### config.mk
export PLATFORM = sky130hd
export DESIGN_NAME = i2s_playback_tx
export DESIGN_NICKNAME = d
export VERILOG_FILES = /design/src/rtl/i2s_playback_tx.sv
export SDC_FILE = /design/constraint.sdc
export NUM_CORES = 1
export LEC_CHECK = 0
export ABC_AREA = 1
export CAP_MARGIN = 10
export CELL_PAD_IN_SITES_DETAIL_PLACEMENT = 1
export CELL_PAD_IN_SITES_GLOBAL_PLACEMENT = 1
export CORE_ASPECT_RATIO = 1.75
export CORE_MARGIN = 5
export CORE_UTILIZATION = 46
export CTS_CLUSTER_SIZE = 24
export DETAILED_ROUTE_END_ITERATION = 12
export PLACE_DENSITY_LB_ADDON = 0.1
export SLEW_MARGIN = 10
export SYNTH_ARGS = -nofsm -noshare
export SYNTH_HDL_FRONTEND = slang
export SYNTH_SLANG_ARGS = --single-unit
export TNS_END_PERCENT = 5
### constraint.sdc
create_clock -name clk -period 4.1 [get_ports clk]
set_clock_uncertainty 0.1 [all_clocks]
set_input_delay 0.41 -clock clk [delete_from_list [all_inputs] [get_ports clk]]
set_output_delay 0.41 -clock clk [all_outputs]
set_load 0.005 [all_outputs]
### src/rtl/i2s_playback_tx.sv
// I2S playback serializer: stereo PCM frames from a valid/ready stream are
// buffered in a small FIFO and shifted MSB-first onto sdata, timed by bclk/lrclk.
module i2s_playback_tx #(
   parameter int SAMPLE_W   = 16,
   parameter int FIFO_DEPTH = 4
) (
   input  logic                          clk,
   input  logic                          reset_n,
   input  logic                          enable,
   input  logic [2*SAMPLE_W-1:0]         s_data,
   input  logic                          s_valid,
   output logic                          s_ready,
   input  logic                          bclk,
   input  logic                          playback_lrclk,
   output logic                          sdata,
   output logic [$clog2(FIFO_DEPTH):0]   fifo_level,
   output logic                          underrun,
   output logic [15:0]                   underrun_count
);

   localparam int PTR_W   = $clog2(FIFO_DEPTH);
   localparam int LVL_W   = PTR_W + 1;
   localparam int CNT_W   = $clog2(SAMPLE_W);
   localparam int FRAME_W = 2 * SAMPLE_W;

   logic                bclk_s1_q, bclk_s1_d, bclk_s2_q, bclk_s2_d, bclk_s3_q, bclk_s3_d;
   logic                lr_s1_q, lr_s1_d, lr_s2_q, lr_s2_d;
   logic                rise_q, rise_d, fall_q, fall_d;
   logic                armed_q, armed_d;
   logic                lr_cur_q, lr_cur_d, lr_prev_q, lr_prev_d;
   logic [SAMPLE_W-1:0] shift_q, shift_d;
   logic [CNT_W-1:0]    bit_cnt_q, bit_cnt_d;
   logic                sdata_q, sdata_d;
   logic [FRAME_W-1:0]  frame_q, frame_d;
   logic                underrun_q, underrun_d;
   logic [15:0]         ucount_q, ucount_d;
   logic [PTR_W-1:0]    wr_ptr_q, wr_ptr_d, rd_ptr_q, rd_ptr_d;
   logic [LVL_W-1:0]    level_q, level_d;
   logic                s_ready_q, s_ready_d;
   logic [FRAME_W-1:0]  mem_q [FIFO_DEPTH];

   logic                push, pop, load, fifo_empty;
   logic [FRAME_W-1:0]  head;
   logic [SAMPLE_W-1:0] load_word;

   assign fifo_empty = (level_q == '0);
   assign head       = mem_q[rd_ptr_q];
   assign push       = enable & s_valid & s_ready_q;
   // A word loads only on the first falling edge after a recognized lrclk change.
   assign load       = enable & fall_q & armed_q & (lr_cur_q != lr_prev_q);
   assign pop        = load & ~lr_cur_q & ~fifo_empty;

   always_comb begin
      bclk_s1_d   = bclk;
      bclk_s2_d   = bclk_s1_q;
      bclk_s3_d   = bclk_s2_q;
      lr_s1_d     = playback_lrclk;
      lr_s2_d     = lr_s1_q;
      rise_d      = bclk_s2_q & ~bclk_s3_q;
      fall_d      = ~bclk_s2_q & bclk_s3_q;

      armed_d     = armed_q;
      lr_cur_d    = lr_cur_q;
      lr_prev_d   = lr_prev_q;
      if (rise_q) begin
         lr_cur_d = lr_s2_q;
         if (enable && !armed_q) begin
            armed_d   = 1'b1;
            lr_prev_d = lr_s2_q;
         end else begin
            lr_prev_d = lr_cur_q;
         end
      end
      if (!enable) armed_d = 1'b0;
   end

   always_comb begin
      shift_d    = shift_q;
      bit_cnt_d  = bit_cnt_q;
      sdata_d    = sdata_q;
      frame_d    = frame_q;
      underrun_d = 1'b0;
      ucount_d   = ucount_q;
      load_word  = '0;

      if (load) begin
         if (!lr_cur_q) begin
            if (!fifo_empty) begin
               frame_d   = head;
               load_word = head[FRAME_W-1:SAMPLE_W];
            end else begin
               frame_d    = '0;
               underrun_d = 1'b1;
               if (ucount_q != '1) ucount_d = ucount_q + 16'd1;
            end
         end else begin
            load_word = frame_q[SAMPLE_W-1:0];
         end
         sdata_d   = load_word[SAMPLE_W-1];
         shift_d   = {load_word[SAMPLE_W-2:0], 1'b0};
         bit_cnt_d = CNT_W'(SAMPLE_W - 1);
      end else if (fall_q) begin
         if (bit_cnt_q != '0) begin
            sdata_d   = shift_q[SAMPLE_W-1];
            shift_d   = {shift_q[SAMPLE_W-2:0], 1'b0};
            bit_cnt_d = bit_cnt_q - 1'b1;
         end else begin
            sdata_d   = 1'b0;
         end
      end

      if (!enable) begin
         sdata_d   = 1'b0;
         shift_d   = '0;
         bit_cnt_d = '0;
      end
   end

   always_comb begin
      wr_ptr_d  = wr_ptr_q + PTR_W'(push);
      rd_ptr_d  = rd_ptr_q + PTR_W'(pop);
      level_d   = level_q + LVL_W'(push) - LVL_W'(pop);
      if (!enable) begin
         wr_ptr_d = '0;
         rd_ptr_d = '0;
         level_d  = '0;
      end
      s_ready_d = enable && (level_d < LVL_W'(FIFO_DEPTH));
   end

   always_ff @(posedge clk) begin
      if (push) mem_q[wr_ptr_q] <= s_data;
   end

   always_ff @(posedge clk or negedge reset_n) begin
      if (!reset_n) begin
         bclk_s1_q  <= 1'b0;
         bclk_s2_q  <= 1'b0;
         bclk_s3_q  <= 1'b0;
         lr_s1_q    <= 1'b0;
         lr_s2_q    <= 1'b0;
         rise_q     <= 1'b0;
         fall_q     <= 1'b0;
         armed_q    <= 1'b0;
         lr_cur_q   <= 1'b0;
         lr_prev_q  <= 1'b0;
         shift_q    <= '0;
         bit_cnt_q  <= '0;
         sdata_q    <= 1'b0;
         frame_q    <= '0;
         underrun_q <= 1'b0;
         ucount_q   <= '0;
         wr_ptr_q   <= '0;
         rd_ptr_q   <= '0;
         level_q    <= '0;
         s_ready_q  <= 1'b0;
      end else begin
         bclk_s1_q  <= bclk_s1_d;
         bclk_s2_q  <= bclk_s2_d;
         bclk_s3_q  <= bclk_s3_d;
         lr_s1_q    <= lr_s1_d;
         lr_s2_q    <= lr_s2_d;
         rise_q     <= rise_d;
         fall_q     <= fall_d;
         armed_q    <= armed_d;
         lr_cur_q   <= lr_cur_d;
         lr_prev_q  <= lr_prev_d;
         shift_q    <= shift_d;
         bit_cnt_q  <= bit_cnt_d;
         sdata_q    <= sdata_d;
         frame_q    <= frame_d;
         underrun_q <= underrun_d;
         ucount_q   <= ucount_d;
         wr_ptr_q   <= wr_ptr_d;
         rd_ptr_q   <= rd_ptr_d;
         level_q    <= level_d;
         s_ready_q  <= s_ready_d;
      end
   end

   assign s_ready        = s_ready_q;
   assign sdata          = sdata_q;
   assign fifo_level     = level_q;
   assign underrun       = underrun_q;
   assign underrun_count = ucount_q;

endmodule

==> results.cfg <==
[yosys]
synthesis.nets = 907
yosys_register_bits = 199
cell_area_synth_um2 = 8530
synth_sequential_area_ratio_pct = 65.9
ys_warnings = 0
synth_area_per_cell_um2 = 9.89
post_synth_edffs = 128
synth_ff_type = sky130_fd_sc_hd__edfxtp_1
synthArstFlopShare_pct = 35.7
yosys_cell_types = 29
syn_inst = 862

[sta]
unrepaired_setup_endpoints_after_global_routing = no
maxSlewViolCount = 0
period_share_pct = 77.2
post-route-min-period_ps = 3160
slew_headroom_pct = 21.5
report.final.hold_viol_count = 0
finalSetupViolCount = 0
totalNegativeSetupSlack_ps = 0
worst_slew_pin_slew_ps = 1180
fmax_mhz = 316

[critical_path]
worst_setup_path_start_kind = register
critical-path-top-cell-by-count = sky130_fd_sc_hd__inv_1
setup.worst_path.class = reg2reg
critPathRequiredTime_ps = 4370
crit_path_cells = inv_2 -> nand2_1 -> inv_1 -> nand2_4 -> inv_1 -> nand2_1 -> inv_1 -> ha_1 -> inv_1 -> ha_1 -> fa_1 -> xor2_1 -> xor2_1 -> inv_1 -> nor2_1
setup_crit_end_kind = register
worstRegToRegCells = 15
timing.critical_path.slowest_cell_delay_ps = 780
path_max_fanout = 19
timing.critical_path.arrival_ps = 3440
slowest_stage = sky130_fd_sc_hd__dfrtp_1

[pwr]
p_sw_share_pct = 22.4
part_of_the_total_power_dissipated_in_the_clock_network_pct = 40.7
share_comb_of_total_power_pct = 6.9
max-vdd-ir-drop_mv = 0.293
power.net_switching_w = 0.000961
p_int_w = 0.00333
p_per_area_nw_per_um2 = 431
share_seq_of_total_power_pct = 52.4
power.static_leakage_nw = 4.19

[cts]
cts_hold_buffers = 1
clkLatencyLatePin_ps = 440
post_cts_buffers = 0
cts_made_buffers = 17
clock-sinks = 199
cts.repair.resized = 0
tritoncts = built
clkTransAtPathRegs_ps = 70
htree_num_levels = 4
cts.root.buffer_cell = sky130_fd_sc_hd__clkbuf_16
cts_max_path_buffers = 2

[routing]
detail-route-antenna-nets = 0
wire_per_inst_um = 18.7
drc_errors = 0
drt-vias-per-instance = 5.26
drt_wl_total_mm = 21.8
wl_met1_mm = 8.15
drt_iter0_markers = 336
routed.top_layer = met4
route.met3.wl_um = 537
detailroute.wirelength.met2_mm = 12.8
route.vias.total = 6150
drt-pass1-iter-count = 4

[grt]
maximum_number_of_pins_on_one_net_before_global_route_repair = 66
antenna_violations_before_repair = 0
grt_pass1_vias = 6779
groute.usage.overall_pct = 21.1
grt_pass1_wl_mm = 34.8
grt.overflow.total = 0

[hold_path]
min_delay_path_depth = 0
hold_path_class = reg2reg

[die]
height_of_the_die_um = 190
num_rows = 66
die_x_um = 113
initial_core_util_pct = 46.3
floorplan_die_area_um2 = 21500
design.core.area_um2 = 18400
pin_count = 60

[placed_design]
dpl.cell_count = 1137
hpwlAfterDp_mm = 14.2
gp_congestion = 0.810
numPortBuffers = 59

[flow_run]
maxCapViolations = 0

[outcome]
run_status = complete, no violations

[finish]
fillers = 2054
multi_input_comb_area_um2 = 2600
drive_gt1_share_pct = 6.44
finish.cell_count_without_fillers = 1169
flow.area_growth_from_synthesis_pct = 16.7
register_area_um2 = 5620
nets = 964
layout.cells.most_common = sky130_fd_sc_hd__nand2_1
n_antenna_cell = 0
mostFrequentLayoutCells = sky130_fd_sc_hd__nand2_1, sky130_fd_sc_hd__edfxtp_1, sky130_fd_sc_hd__dfrtp_1
-- cell families (layout without fill, tap and decap cells) --
group	count (synthesis)	after routing	share of synthesized area (%)
and+or+nand+nor	526	526	25.1
DFF	199	199	65.9
buffers and inverters	73	142	3.93
AOI/OAI and AO/OA	46	46	2.86
xor gates and xnor gates	11	11	1.13
adders and majority gates	7	7	1.11
-- area by class of cell --
| type | count | area share, % |
|---|---|---|
| well taps | 238 | 2.99 |
| repair buffers | 71 | 6.81 |
| flip-flops and latches | 199 | 56.5 |
| clock buffers | 19 | 4.35 |
| clock inverters | 12 | 1.77 |
| multi-input cells | 590 | 26.1 |
| inverters | 40 | 1.51 |
-- Yosys cell counts (6+ instances only) --
library cell | number | area share (%)
sky130_fd_sc_hd__nand3_1 | 52 | 3.1
sky130_fd_sc_hd__xor2_1 | 6 | 0.62
sky130_fd_sc_hd__nand2_1 | 394 | 17
sky130_fd_sc_hd__o21ai_0 | 23 | 1.3
sky130_fd_sc_hd__inv_1 | 36 | 1.6
sky130_fd_sc_hd__dfrtp_1 | 71 | 21
sky130_fd_sc_hd__ha_1 | 6 | 0.88
sky130_fd_sc_hd__edfxtp_1 | 128 | 45
sky130_fd_sc_hd__buf_2 | 10 | 0.59
sky130_fd_sc_hd__a21oi_1 | 19 | 1.1
sky130_fd_sc_hd__nor2_1 | 59 | 2.6
sky130_fd_sc_hd__clkbuf_1 | 15 | 0.66
-- critical path: cells and delay by family (launching register included) --
kind / cells / cell delay, ps
buffers and inverters: 6 / 460
adders and majority gates: 3 / 830
DFF: 1 / 780
xor gates and xnor gates: 2 / 390
and+or+nand+nor: 4 / 530
-- per-stage QoR --
stage / util (%) / power (W) / cell area, µm² / hold slack, ps / worst slack [ps]
after floorplan: - / 0.00244 / 8530 / 14.4 / 589
after global placement: 50.7 / 0.00257 / 9340 / 251 / 1080
after detailed placement: 50.7 / 0.00259 / 9340 / 242 / 953
after CTS: 54.1 / 0.00433 / 9950 / 261 / 921
after global routing: 54.1 / 0.00445 / 9950 / 262 / 631
final: 54.1 / 0.00429 / 9950 / 258 / 937
-- registers in the layout, summed over array words and instances (netlist names), 2 cells and up --
name	count
mem_q	128
frame_q	16
underrun_count	16
shift_q	15
bit_cnt_q	4
fifo_level	3
rd_ptr_q	2
wr_ptr_q	2
-- per-layer routing --
| layer | global-route usage (%) | vias up |
|---|---|---|
| met5 | 0 | - |
| met4 | 7.13 | 0 |
| met3 | 3.44 | 29 |
| met2 | 42.1 | 90 |
| met1 | 21.7 | 3132 |
| li1 | - | 2899 |
-- worst paths after layout --
kind                                 startpoint                       endpoint  slack (ps)
max                        lr_cur_q$_DFFE_PN0P_        fifo_level[2]$_DFF_PN0_         940
min                         bclk_s1_q$_DFF_PN0_            bclk_s2_q$_DFF_PN0_         260
min in group asynchronous               reset_n  underrun_count[5]$_DFFE_PN0P_         410
min reg2reg                 bclk_s1_q$_DFF_PN0_            bclk_s2_q$_DFF_PN0_         260
max in group asynchronous               reset_n        frame_q[13]$_DFFE_PN0P_        2650
max reg2reg                lr_cur_q$_DFFE_PN0P_        fifo_level[2]$_DFF_PN0_         940
-- power groups by stage --
stage / sequential (W) / combinational (W) / clock, W
4_1_cts: 0.00225 / 0.000303 / 0.00178
6_report: 0.00225 / 0.000298 / 0.00175
2_1_floorplan: 0.00227 / 0.000165 / 0
3_3_place_gp: 0.00229 / 0.000280 / 0
3_5_place_dp: 0.00229 / 0.000297 / 0
5_1_grt: 0.00226 / 0.000336 / 0.00186
Power figures use the tool's default switching activity.
